===== src/rtl/riscv_mem_port_arbiter_if.sv =====
// Request/response and memory-side bus of the IF/MEM shared-memory arbiter.
// The slave modport is the arbiter; the master modport is the pipeline plus the memory.
interface riscv_mem_port_arbiter_if;
    logic        if_req_valid;
    logic [31:0] if_req_addr;
    logic        if_req_ready;
    logic        if_resp_valid;
    logic [31:0] if_resp_data;

    logic        dm_req_valid;
    logic        dm_req_we;
    logic [31:0] dm_req_addr;
    logic [31:0] dm_req_wdata;
    logic        dm_req_ready;
    logic        dm_resp_valid;
    logic [31:0] dm_resp_data;

    logic        mem_en;
    logic        mem_we;
    logic [31:0] mem_addr;
    logic [31:0] mem_wdata;
    logic [31:0] mem_rdata;

    logic        busy;

    modport slave (
        input  if_req_valid, if_req_addr,
        input  dm_req_valid, dm_req_we, dm_req_addr, dm_req_wdata,
        input  mem_rdata,
        output if_req_ready, if_resp_valid, if_resp_data,
        output dm_req_ready, dm_resp_valid, dm_resp_data,
        output mem_en, mem_we, mem_addr, mem_wdata,
        output busy
    );

    modport master (
        output if_req_valid, if_req_addr,
        output dm_req_valid, dm_req_we, dm_req_addr, dm_req_wdata,
        output mem_rdata,
        input  if_req_ready, if_resp_valid, if_resp_data,
        input  dm_req_ready, dm_resp_valid, dm_resp_data,
        input  mem_en, mem_we, mem_addr, mem_wdata,
        input  busy
    );
endinterface


===== src/rtl/riscv_mem_port_arbiter.sv =====
// Shares one single-ported synchronous memory between IF fetches and MEM loads/stores.
// One access in flight; data wins conflicts, bounded by a starvation counter for IF.
module riscv_mem_port_arbiter #(
    parameter int MEM_LATENCY  = 2,
    parameter int STARVE_LIMIT = 2
) (
    input logic                      clock,
    input logic                      reset_n,
    riscv_mem_port_arbiter_if.slave  bus
);

    localparam logic [3:0] STARVE_MAX = 4'(STARVE_LIMIT);
    localparam logic [2:0] WAIT_INIT  = 3'(MEM_LATENCY - 1);

    typedef enum logic [1:0] {
        ST_IDLE,
        ST_ISSUE,
        ST_WAIT,
        ST_RESP
    } state_t;

    state_t     state;
    logic [3:0] starve_cnt;
    logic [2:0] wait_cnt;
    logic       owner_dm;
    logic       we_q;

    logic       grant_window;
    logic       if_wins;
    logic       if_ready;
    logic       dm_ready;

    always_comb begin
        grant_window = (state == ST_IDLE) || (state == ST_RESP);
        if_wins      = bus.if_req_valid && (!bus.dm_req_valid || (starve_cnt == STARVE_MAX));
        if_ready     = grant_window && if_wins;
        dm_ready     = grant_window && bus.dm_req_valid && !if_wins;
    end

    assign bus.if_req_ready = if_ready;
    assign bus.dm_req_ready = dm_ready;

    always_ff @(posedge clock or negedge reset_n) begin
        if (!reset_n) begin
            state             <= ST_IDLE;
            starve_cnt        <= '0;
            wait_cnt          <= '0;
            owner_dm          <= 1'b0;
            we_q              <= 1'b0;
            bus.mem_en        <= 1'b0;
            bus.mem_we        <= 1'b0;
            bus.mem_addr      <= '0;
            bus.mem_wdata     <= '0;
            bus.busy          <= 1'b0;
            bus.if_resp_valid <= 1'b0;
            bus.if_resp_data  <= '0;
            bus.dm_resp_valid <= 1'b0;
            bus.dm_resp_data  <= '0;
        end else begin
            // Strobes and response pulses default low; each state re-asserts what it owns.
            bus.mem_en        <= 1'b0;
            bus.mem_we        <= 1'b0;
            bus.mem_addr      <= '0;
            bus.mem_wdata     <= '0;
            bus.busy          <= 1'b0;
            bus.if_resp_valid <= 1'b0;
            bus.dm_resp_valid <= 1'b0;

            case (state)
                ST_IDLE, ST_RESP: begin
                    if (if_ready || dm_ready) begin
                        state         <= ST_ISSUE;
                        owner_dm      <= dm_ready;
                        we_q          <= dm_ready && bus.dm_req_we;
                        bus.mem_en    <= 1'b1;
                        bus.mem_we    <= dm_ready && bus.dm_req_we;
                        bus.mem_addr  <= dm_ready ? bus.dm_req_addr : bus.if_req_addr;
                        bus.mem_wdata <= dm_ready ? bus.dm_req_wdata : '0;
                        bus.busy      <= 1'b1;
                    end else begin
                        state <= ST_IDLE;
                    end

                    if (if_ready) begin
                        starve_cnt <= '0;
                    end else if (dm_ready && bus.if_req_valid && (starve_cnt != STARVE_MAX)) begin
                        starve_cnt <= starve_cnt + 4'd1;
                    end
                end

                ST_ISSUE: begin
                    state    <= ST_WAIT;
                    wait_cnt <= WAIT_INIT;
                    bus.busy <= 1'b1;
                end

                ST_WAIT: begin
                    // The last WAIT cycle is the one in which mem_rdata is valid.
                    if (wait_cnt == 3'd0) begin
                        state <= ST_RESP;
                        if (owner_dm) begin
                            bus.dm_resp_valid <= 1'b1;
                            bus.dm_resp_data  <= we_q ? '0 : bus.mem_rdata;
                        end else begin
                            bus.if_resp_valid <= 1'b1;
                            bus.if_resp_data  <= bus.mem_rdata;
                        end
                    end else begin
                        wait_cnt <= wait_cnt - 3'd1;
                        bus.busy <= 1'b1;
                    end
                end

                default: state <= ST_IDLE;
            endcase
        end
    end

endmodule

===== src/flat_wrapper.sv =====
// flat-port wrapper written by rule: the top's interface ports become plain ports
module riscv_mem_port_arbiter_flat 
#(
    parameter int MEM_LATENCY  = 2,
    parameter int STARVE_LIMIT = 2
)
  (clock, reset_n, bus_if_req_valid, bus_if_req_addr, bus_dm_req_valid, bus_dm_req_we, bus_dm_req_addr, bus_dm_req_wdata, bus_mem_rdata, bus_if_req_ready, bus_if_resp_valid, bus_if_resp_data, bus_dm_req_ready, bus_dm_resp_valid, bus_dm_resp_data, bus_mem_en, bus_mem_we, bus_mem_addr, bus_mem_wdata, bus_busy);
  riscv_mem_port_arbiter_if bus_i ();
  input logic clock;
  input logic reset_n;
  input wire logic [$bits(bus_i.if_req_valid)-1:0] bus_if_req_valid;
  input wire logic [$bits(bus_i.if_req_addr)-1:0] bus_if_req_addr;
  input wire logic [$bits(bus_i.dm_req_valid)-1:0] bus_dm_req_valid;
  input wire logic [$bits(bus_i.dm_req_we)-1:0] bus_dm_req_we;
  input wire logic [$bits(bus_i.dm_req_addr)-1:0] bus_dm_req_addr;
  input wire logic [$bits(bus_i.dm_req_wdata)-1:0] bus_dm_req_wdata;
  input wire logic [$bits(bus_i.mem_rdata)-1:0] bus_mem_rdata;
  output wire logic [$bits(bus_i.if_req_ready)-1:0] bus_if_req_ready;
  output wire logic [$bits(bus_i.if_resp_valid)-1:0] bus_if_resp_valid;
  output wire logic [$bits(bus_i.if_resp_data)-1:0] bus_if_resp_data;
  output wire logic [$bits(bus_i.dm_req_ready)-1:0] bus_dm_req_ready;
  output wire logic [$bits(bus_i.dm_resp_valid)-1:0] bus_dm_resp_valid;
  output wire logic [$bits(bus_i.dm_resp_data)-1:0] bus_dm_resp_data;
  output wire logic [$bits(bus_i.mem_en)-1:0] bus_mem_en;
  output wire logic [$bits(bus_i.mem_we)-1:0] bus_mem_we;
  output wire logic [$bits(bus_i.mem_addr)-1:0] bus_mem_addr;
  output wire logic [$bits(bus_i.mem_wdata)-1:0] bus_mem_wdata;
  output wire logic [$bits(bus_i.busy)-1:0] bus_busy;
  assign bus_i.if_req_valid = bus_if_req_valid;
  assign bus_i.if_req_addr = bus_if_req_addr;
  assign bus_i.dm_req_valid = bus_dm_req_valid;
  assign bus_i.dm_req_we = bus_dm_req_we;
  assign bus_i.dm_req_addr = bus_dm_req_addr;
  assign bus_i.dm_req_wdata = bus_dm_req_wdata;
  assign bus_i.mem_rdata = bus_mem_rdata;
  assign bus_if_req_ready = bus_i.if_req_ready;
  assign bus_if_resp_valid = bus_i.if_resp_valid;
  assign bus_if_resp_data = bus_i.if_resp_data;
  assign bus_dm_req_ready = bus_i.dm_req_ready;
  assign bus_dm_resp_valid = bus_i.dm_resp_valid;
  assign bus_dm_resp_data = bus_i.dm_resp_data;
  assign bus_mem_en = bus_i.mem_en;
  assign bus_mem_we = bus_i.mem_we;
  assign bus_mem_addr = bus_i.mem_addr;
  assign bus_mem_wdata = bus_i.mem_wdata;
  assign bus_busy = bus_i.busy;
  riscv_mem_port_arbiter #(.MEM_LATENCY(MEM_LATENCY), .STARVE_LIMIT(STARVE_LIMIT)) u_core (.clock(clock), .reset_n(reset_n), .bus(bus_i));
endmodule

===== config.mk =====
export PLATFORM = sky130hd
export DESIGN_NAME = riscv_mem_port_arbiter_flat
export DESIGN_NICKNAME = d
export VERILOG_FILES = /design/src/rtl/riscv_mem_port_arbiter_if.sv /design/src/rtl/riscv_mem_port_arbiter.sv /design/src/flat_wrapper.sv
export SDC_FILE = /design/constraint.sdc
export NUM_CORES = 1
export LEC_CHECK = 0
export ABC_AREA = 1
export CAP_MARGIN = 20
export CORE_MARGIN = 8
export CORE_UTILIZATION = 38
export DETAILED_ROUTE_END_ITERATION = 7
export PLACE_DENSITY = 0.77
export SYNTH_ARGS = -nofsm -noshare
export SYNTH_HDL_FRONTEND = slang
export SYNTH_SLANG_ARGS = --single-unit

===== constraint.sdc =====
create_clock -name clock -period 1.6 [get_ports clock]
set_input_delay 0.32 -clock clock [delete_from_list [all_inputs] [get_ports clock]]
set_output_delay 0.32 -clock clock [all_outputs]
set_load 0.1 [all_outputs]

==> results of run 1 <==
==> cells in the mapped netlist (all sizes together) <==
cell type	instances	area share
a21oi	33	0.028
buf	24	0.029
clkbuf	14	0.0088
clkinv	1	0.00063
dfrtp	144	0.61
ha	6	0.013
inv	80	0.050
nand2	177	0.11
nand3	73	0.062
nand3b	1	0.0013
nor2	71	0.047
o21ai	41	0.035
o221ai	1	0.0015
o22ai	1	0.0011
or2	1	0.0011
xor2	1	0.0015
==> timing repair <==
item / CTS / global route
pin swaps: 4 / 30
buffers inserted: 7 / 4
hold buffers: 1 / 0
gates resized for setup: 9 / 73
endpoints found under the setup margin: 3 / 94
endpoints found under the hold margin: 27 / 0
cloned: 1 / 12
==> layout by cell type (no fill, tap or decap), types with 27 or more instances in the layout <==
master,n
nand3_1,42
buf_12,146
nor2_1,63
clkdlybuf4s50_1,131
dfrtp_1,144
nand3_2,27
inv_1,73
o21ai_0,38
nand2_1,164
clkbuf_16,27
==> state kept, by name, indices dropped and copies added, names as in the netlist <==
register	count
u_core.bus.dm_resp_valid	1
u_core.owner_dm	1
u_core.bus.if_resp_valid	1
u_core.bus.dm_resp_data	32
u_core.wait_cnt	3
u_core.we_q	1
u_core.state	2
u_core.bus.mem_wdata	32
u_core.bus.busy	1
u_core.bus.if_resp_data	32
u_core.bus.mem_addr	32
u_core.starve_cnt	4
u_core.bus.mem_en	1
u_core.bus.mem_we	1
==> cell families after synthesis <==
kind of cell | after synthesis | share of synthesized area
buffers and inverters | 119 | 0.0892
DFF | 144 | 0.606
AOI/OAI and AO/OA | 76 | 0.0654
xor gates and xnor gates | 1 | 0.00147
and+or+nand+nor | 323 | 0.225
adders and majority gates | 6 | 0.0126
==> final cells by class <==
class                   count  area, µm²
repair buffers            321       4830
flip-flops and latches    144       3600
fillers                   878       3520
multi-input cells         406       2140
clock buffers              20        457
inverters                  81        312
well taps                 211        264
clock inverters            12        131
==> per-stage QoR <==
stage,setup WS (ns),setup TNS (ns)
after floorplan,-0.146,-0.244
after global placement,-0.101,-2.91
after detailed placement,-0.145,-7.22
after CTS,-0.371,-0.758
after global routing,-0.407,-2.73
final,-0.340,-0.840
==> worst max-delay path by stage <==
stage	startpoint	endpoint
after global placement	bus_dm_req_valid	bus_dm_req_ready
final	u_core.starve_cnt[0]$_DFFE_PN0P_	bus_dm_req_ready
after floorplan	u_core.starve_cnt[0]$_DFFE_PN0P_	bus_dm_req_ready
after CTS	u_core.starve_cnt[0]$_DFFE_PN0P_	bus_dm_req_ready
after detailed placement	bus_if_req_valid	u_core.bus.mem_addr[22]$_DFF_PN0_
after global routing	u_core.starve_cnt[0]$_DFFE_PN0P_	bus_dm_req_ready
==> metal layers <==
metal  vias up  track usage  share of wire
met5         -            0              0
met4         0       0.0747          0.029
met3        45       0.0898           0.10
met2       339        0.371           0.52
met1      2904        0.226           0.35
li1       2687            -              -
==> worst register-to-register path, stage by stage (launching register included) <==
cell	delay [ns]
dfrtp_1	0.39
inv_2	0.08
ha_4	0.22
nand2_2	0.06
inv_2	0.05
buf_6	0.13
buf_12	0.15
clkbuf_16	0.16
a21oi_1	0.24
nor2_2	0.07
==> impl_metrics.tcl, run 1 <==
set metrics [dict create \
    endpoint_kind "output port" \
    area_growth_pct 97.4 \
    initial_core_util 0.390 \
    worst-path-stages 8 \
    port_buffers 267 \
    syn_nets 808 \
    failed_checks "setup timing" \
    die_h_um 141 \
    num_rows 45 \
    grt_pass1_wl_mm 32.6 \
    status "complete, but fails checks" \
    grt_pass1_vias 6069 \
    path_clk_slew_ns 0.06 \
    critPathSlowestCell "dfrtp_1" \
    hpwl_mm 15.4 \
    synth-seq-area-share 0.606 \
    n_antenna_cell 0 \
    hp-class "input pin to async pin" \
    drv_slew 0 \
    grt.total_usage 0.212 \
    io_pins 268 \
    clk_path_buf_depth 2 \
    worst_pin_slew_ns 0.366 \
    drtPass1Iterations 4 \
    synthCells 669 \
    yosysWarnings 0 \
    max_stage_delay_ns 0.38 \
    grt_max_degree 65 \
    fin_crit_sh 1.21 \
    stdcell_area_um2 11700 \
    clk-insertion-delay-late_ns 0.42 \
    synth_cell_types 25 \
    maxCapViolations 0 \
    drt-total-wl_mm 24.0 \
    cts.sinks 144 \
    path_buf_inv 3 \
    cp_max_fo 3 \
    r2r_end "u_core.bus.mem_addr[30]$_DFF_PN0_" \
    worst-setup-path-type "flop to output port" \
    worst_hold_slack_ns 0.370 \
    antenna_left 0 \
    setup_violations 10 \
    clock_skew_ns 0.00964 \
    wire_per_inst_um 20.1 \
    die_x_um 141 \
    htreeDepth 4 \
    nets 1110 \
    gp_congestion 0.798 \
    min_period_ns 1.94 \
    root_buffer "clkbuf_16" \
    core_area_um2 15300 \
    maxSlewHeadroom 0.755 \
    overflow 0 \
    fin_util 0.769 \
    reg2reg_from "u_core.state[0]$_DFFE_PN0N_" \
    vias 5975 \
    rsz0062_at_grt "true" \
    setup_ws_ns -0.340 \
    crit_required_ns 1.28 \
    cts-buffers-inserted 17 \
    max_clock_freq_ghz 0.515 \
    drive_gt1_frac 0.305 \
    vias_per_cell 5.00 \
    die-area_um2 19900 \
    reg2reg_slack_ns -0.07 \
    post_dp_cell_area_um2 10400 \
    cts_tree "done" \
    hold_viol 0 \
    ys_ff_latch 144 \
    synthesis.area_um2 5950 \
    first_iter_violations 373 \
    layoutNonFillerInstCount 1195 \
    dp.cells 1138 \
    antenna_found_initial 0 \
    cp.arrival_ns 1.62 \
    startpoint_type "flop" \
    path_delay_family "flip-flops" \
    rr_worst_depth 9 \
    crit_chain "inv_1 -> ha_2 -> nand2_2 -> nand2_2 -> nand2_4 -> nand2_4 -> clkinvlp_4 -> buf_12" \
    drc 0 \
    post_synth.cell_area_avg_um2 8.89 \
]
Power of run 1 is not shown: default switching activity piles up to over one toggle a cycle in this logic, so the estimate is an artifact.
==> run 2: changes to the inputs <==
SKIP_CTS_REPAIR_TIMING = 1   (was default)
==> impl_metrics.tcl, run 2 (synthesis gave the netlist of run 1 again) <==
set metrics [dict create \
    status "complete, but fails checks" \
    failed_checks "setup timing" \
    worst-setup-path-type "flop to output port" \
    die_x_um 141 \
    root_buffer "clkbuf_16" \
    layout_common_cells "171 x nand2_1, 147 x buf_12, 144 x dfrtp_1" \
    wire_per_inst_um 18.2 \
    pre_cts_ws_ns -0.145 \
    die_h_um 141 \
    drt-total-wl_mm 21.4 \
    clock_skew_ns 0.0109 \
    grt_pass1_vias 5966 \
    antenna_found_initial 0 \
    n_fill_cell 975 \
    die-area_um2 19900 \
    cts-buffers-inserted 17 \
    min_period_ns 2.00 \
    antenna_left 0 \
    grt_max_degree 65 \
    gp_congestion 0.798 \
    cts_tree "done" \
    fin_util 0.736 \
    maxSlewHeadroom 0.758 \
    reg2reg_slack_ns 0 \
    max_clock_freq_ghz 0.500 \
    n_antenna_cell 0 \
    clk-insertion-delay-late_ns 0.42 \
    multi_input_area_um2 1880 \
    setup_ws_ns -0.401 \
    worst_pin_slew_ns 0.364 \
    clk_path_buf_depth 2 \
    port_buffers 267 \
    path_clk_slew_ns 0.06 \
    use_met3 0.0901 \
    htreeDepth 4 \
    r2r_end "u_core.starve_cnt[0]$_DFFE_PN0P_" \
    crit_chain "inv_1 -> ha_1 -> nand2_2 -> nand2_2 -> nand3_1 -> clkinvlp_4 -> buf_12" \
    crit_required_ns 1.28 \
    startpoint_type "flop" \
    layout_commonest_cell "nand2_1" \
    cp_max_fo 3 \
    drive_gt1_frac 0.236 \
    use_met2 0.360 \
    critPathSlowestCell "dfrtp_1" \
    vias_per_cell 4.83 \
    grt.total_usage 0.207 \
    rsz0062_at_grt "true" \
    max_stage_delay_ns 0.36 \
    area_growth_pct 88.8 \
    grt_pass1_wl_mm 31.9 \
    endpoint_kind "output port" \
    worst-path-stages 7 \
    cts.sinks 144 \
    drv_slew 0 \
    first_iter_violations 386 \
    num_rows 45 \
    initial_core_util 0.390 \
    post_dp_cell_area_um2 10400 \
    hold_viol 0 \
    path_buf_inv 3 \
    gr-usage-met1 0.222 \
    rr_worst_depth 7 \
    io_pins 268 \
    seq_area_um2 3600 \
    setup_violations 2 \
    core_area_um2 15300 \
    grt_busiest_layer "met2" \
    path_delay_family "flip-flops" \
    drtPass1Iterations 5 \
    vias 5696 \
    stdcell_area_um2 11200 \
    overflow 0 \
    path_common_cell "nand2_2" \
    fin_crit_sh 1.25 \
    hp-class "input pin to async pin" \
    reg2reg_from "u_core.state[1]$_DFFE_PN0N_" \
    hpwl_mm 15.4 \
    cp.arrival_ns 1.68 \
    worst_hold_slack_ns 0.368 \
    nets 1095 \
    maxCapViolations 0 \
    drc 0 \
]
[run 2: routing by layer]
metal	up-vias	share of wire	wire, µm
met5	-	0	0
met4	0	0.019	401
met3	30	0.11	2410
met2	306	0.52	11100
met1	2710	0.35	7510
li1	2650	-	-
[run 2: per-stage QoR]
step                      cells  TNS [ns]
final                      1180    -0.800
after global routing       1180     -2.63
after CTS                  1170    -0.827
after detailed placement   1138     -7.22
after global placement     1138     -2.91
after floorplan             669    -0.244
[run 2: worst max path at each step]
| stage | from | to | slack [ns] |
|---|---|---|---|
| finish | u_core.starve_cnt[0]$_DFFE_PN0P_ | bus_if_req_ready | -0.40 |
| global route | u_core.starve_cnt[0]$_DFFE_PN0P_ | bus_dm_req_ready | -0.47 |
| CTS | u_core.state[1]$_DFFE_PN0N_ | bus_dm_req_ready | -0.44 |
| global placement | bus_dm_req_valid | bus_dm_req_ready | -0.10 |
| detailed placement | bus_if_req_valid | u_core.bus.mem_addr[22]$_DFF_PN0_ | -0.14 |
| floorplan | u_core.starve_cnt[0]$_DFFE_PN0P_ | bus_dm_req_ready | -0.15 |
[run 2: area by class of cell]
| type | instances | area share |
|---|---|---|
| clock inverters | 12 | 0.0117 |
| flip-flops and latches | 144 | 0.321 |
| inverters | 81 | 0.0282 |
| repair buffers | 306 | 0.407 |
| well taps | 211 | 0.0235 |
| multi-input cells | 406 | 0.168 |
| clock buffers | 20 | 0.0407 |
Power of run 2 is left out for the same reason.
==> run 3: changes to the inputs <==
CORE_UTILIZATION = 42   (was 38)
PLACE_DENSITY = 0.81   (was 0.77)
clock period = 2.1 ns   (was 1.6 ns; I/O delays follow)
==> impl_metrics.tcl, run 3 (synthesis gave the netlist of run 1 again) <==
set metrics [dict create \
    die-area_um2 18200 \
    reg2reg_from "u_core.state[0]$_DFFE_PN0N_" \
    endpoint_kind "output port" \
    antenna_found_initial 1 \
    layout_common_cells "171 x nand2_1, 150 x buf_4, 144 x dfrtp_1" \
    grt_pass1_wl_mm 29.0 \
    area_growth_pct 55.1 \
    drv_slew 0 \
    startpoint_type "flop" \
    grt.total_usage 0.205 \
    root_buffer "clkbuf_16" \
    drc 0 \
    vias 5445 \
    maxCapViolations 0 \
    clock_skew_ns 0.0107 \
    maxSlewHeadroom 0.738 \
    crit_chain "inv_1 -> ha_1 -> nand2_2 -> nand2_2 -> nand2_4 -> nand2_4 -> clkinvlp_4 -> buf_12" \
    gp_congestion 0.792 \
    io_pins 268 \
    crit_required_ns 1.68 \
    n_antenna_cell 0 \
    status "finished clean" \
    cts.sinks 144 \
    path_delay_family "flip-flops" \
    worst-setup-path-type "flop to output port" \
    initial_core_util 0.428 \
    grt_max_degree 65 \
    grt_pass1_vias 5358 \
    layout_commonest_cell "nand2_1" \
    crit_start "u_core.starve_cnt[0]$_DFFE_PN0P_" \
    vias_per_cell 4.80 \
    drive_gt1_frac 0.218 \
    fin_crit_sh 0.967 \
    die_h_um 135 \
    path_clk_slew_ns 0.06 \
    pre_cts_ws_ns 0.165 \
    cp.arrival_ns 1.61 \
    path_buf_inv 3 \
    cts-buffers-inserted 17 \
    n_fill_cell 1117 \
    num_rows 43 \
    rsz0062_at_grt "true" \
    die_x_um 135 \
    first_iter_violations 282 \
    max_stage_delay_ns 0.39 \
    critPathSlowestCell "dfrtp_1" \
    overflow 0 \
    min_period_ns 2.03 \
    htreeDepth 4 \
    drtPass1Iterations 4 \
    setup_violations 0 \
    fin_util 0.665 \
    hold_viol 0 \
    port_buffers 267 \
    hpwl_mm 13.9 \
    clk-insertion-delay-late_ns 0.41 \
    clk_path_buf_depth 2 \
    core_area_um2 13900 \
    setup_ws_ns 0.0690 \
    worst_pin_slew_ns 0.393 \
    max_clock_freq_ghz 0.492 \
    drt-total-wl_mm 18.8 \
    cts_tree "done" \
    nets 1080 \
    wire_per_inst_um 16.6 \
    cp_max_fo 4 \
    antenna_left 0 \
    hp-class "input pin to async pin" \
]
## run 3: layout make-up
cell class / instances / area (µm²) / share of cell area
flip-flops and latches: 144 / 3600 / 0.391
repair buffers: 291 / 2620 / 0.284
inverters: 81 / 310 / 0.0336
clock inverters: 13 / 186 / 0.0202
clock buffers: 19 / 443 / 0.0480
multi-input cells: 406 / 1840 / 0.199
well taps: 180 / 225 / 0.0244
## run 3: through the flow
stage | std cells | hold slack, ns | setup TNS [ns] | area [µm²]
2_1_floorplan | 669 | 0.124 | 0 | 5950
3_3_place_gp | 1096 | 0.340 | 0 | 8520
3_5_place_dp | 1096 | 0.341 | 0 | 8520
4_1_cts | 1128 | -0.107 | -0.117 | 9150
5_1_grt | 1134 | 0.496 | -0.0314 | 9230
6_report | 1134 | 0.478 | 0 | 9230
## run 3: path summary, 6_finish.rpt
| check | slack [ns] | depth (start not counted) | to |
|---|---|---|---|
| worst min register to register | 0.48 | 2 | u_core.bus.if_resp_data[29]$_DFFE_PN0P_ |
| min in group clock | 0.48 | 2 | u_core.bus.if_resp_data[29]$_DFFE_PN0P_ |
| max in group asynchronous | 1.00 | 3 | u_core.starve_cnt[1]$_DFFE_PN0P_ |
| worst min-delay path | 0.48 | 2 | u_core.bus.dm_resp_data[13]$_DFFE_PN0P_ |
| worst max-delay path | 0.07 | 8 | bus_dm_req_ready |
| worst max register to register | 0.45 | 9 | u_core.bus.mem_addr[22]$_DFF_PN0_ |
## run 3: metal layers
metal | GRT usage | up-vias | wire, µm
met3 | 0.0951 | 21 | 2140
met2 | 0.335 | 274 | 9200
li1 | - | 2621 | -
met1 | 0.233 | 2527 | 7170
met5 | 0 | - | 13
met4 | 0.0679 | 2 | 282
Power of run 3 is left out for the same reason.
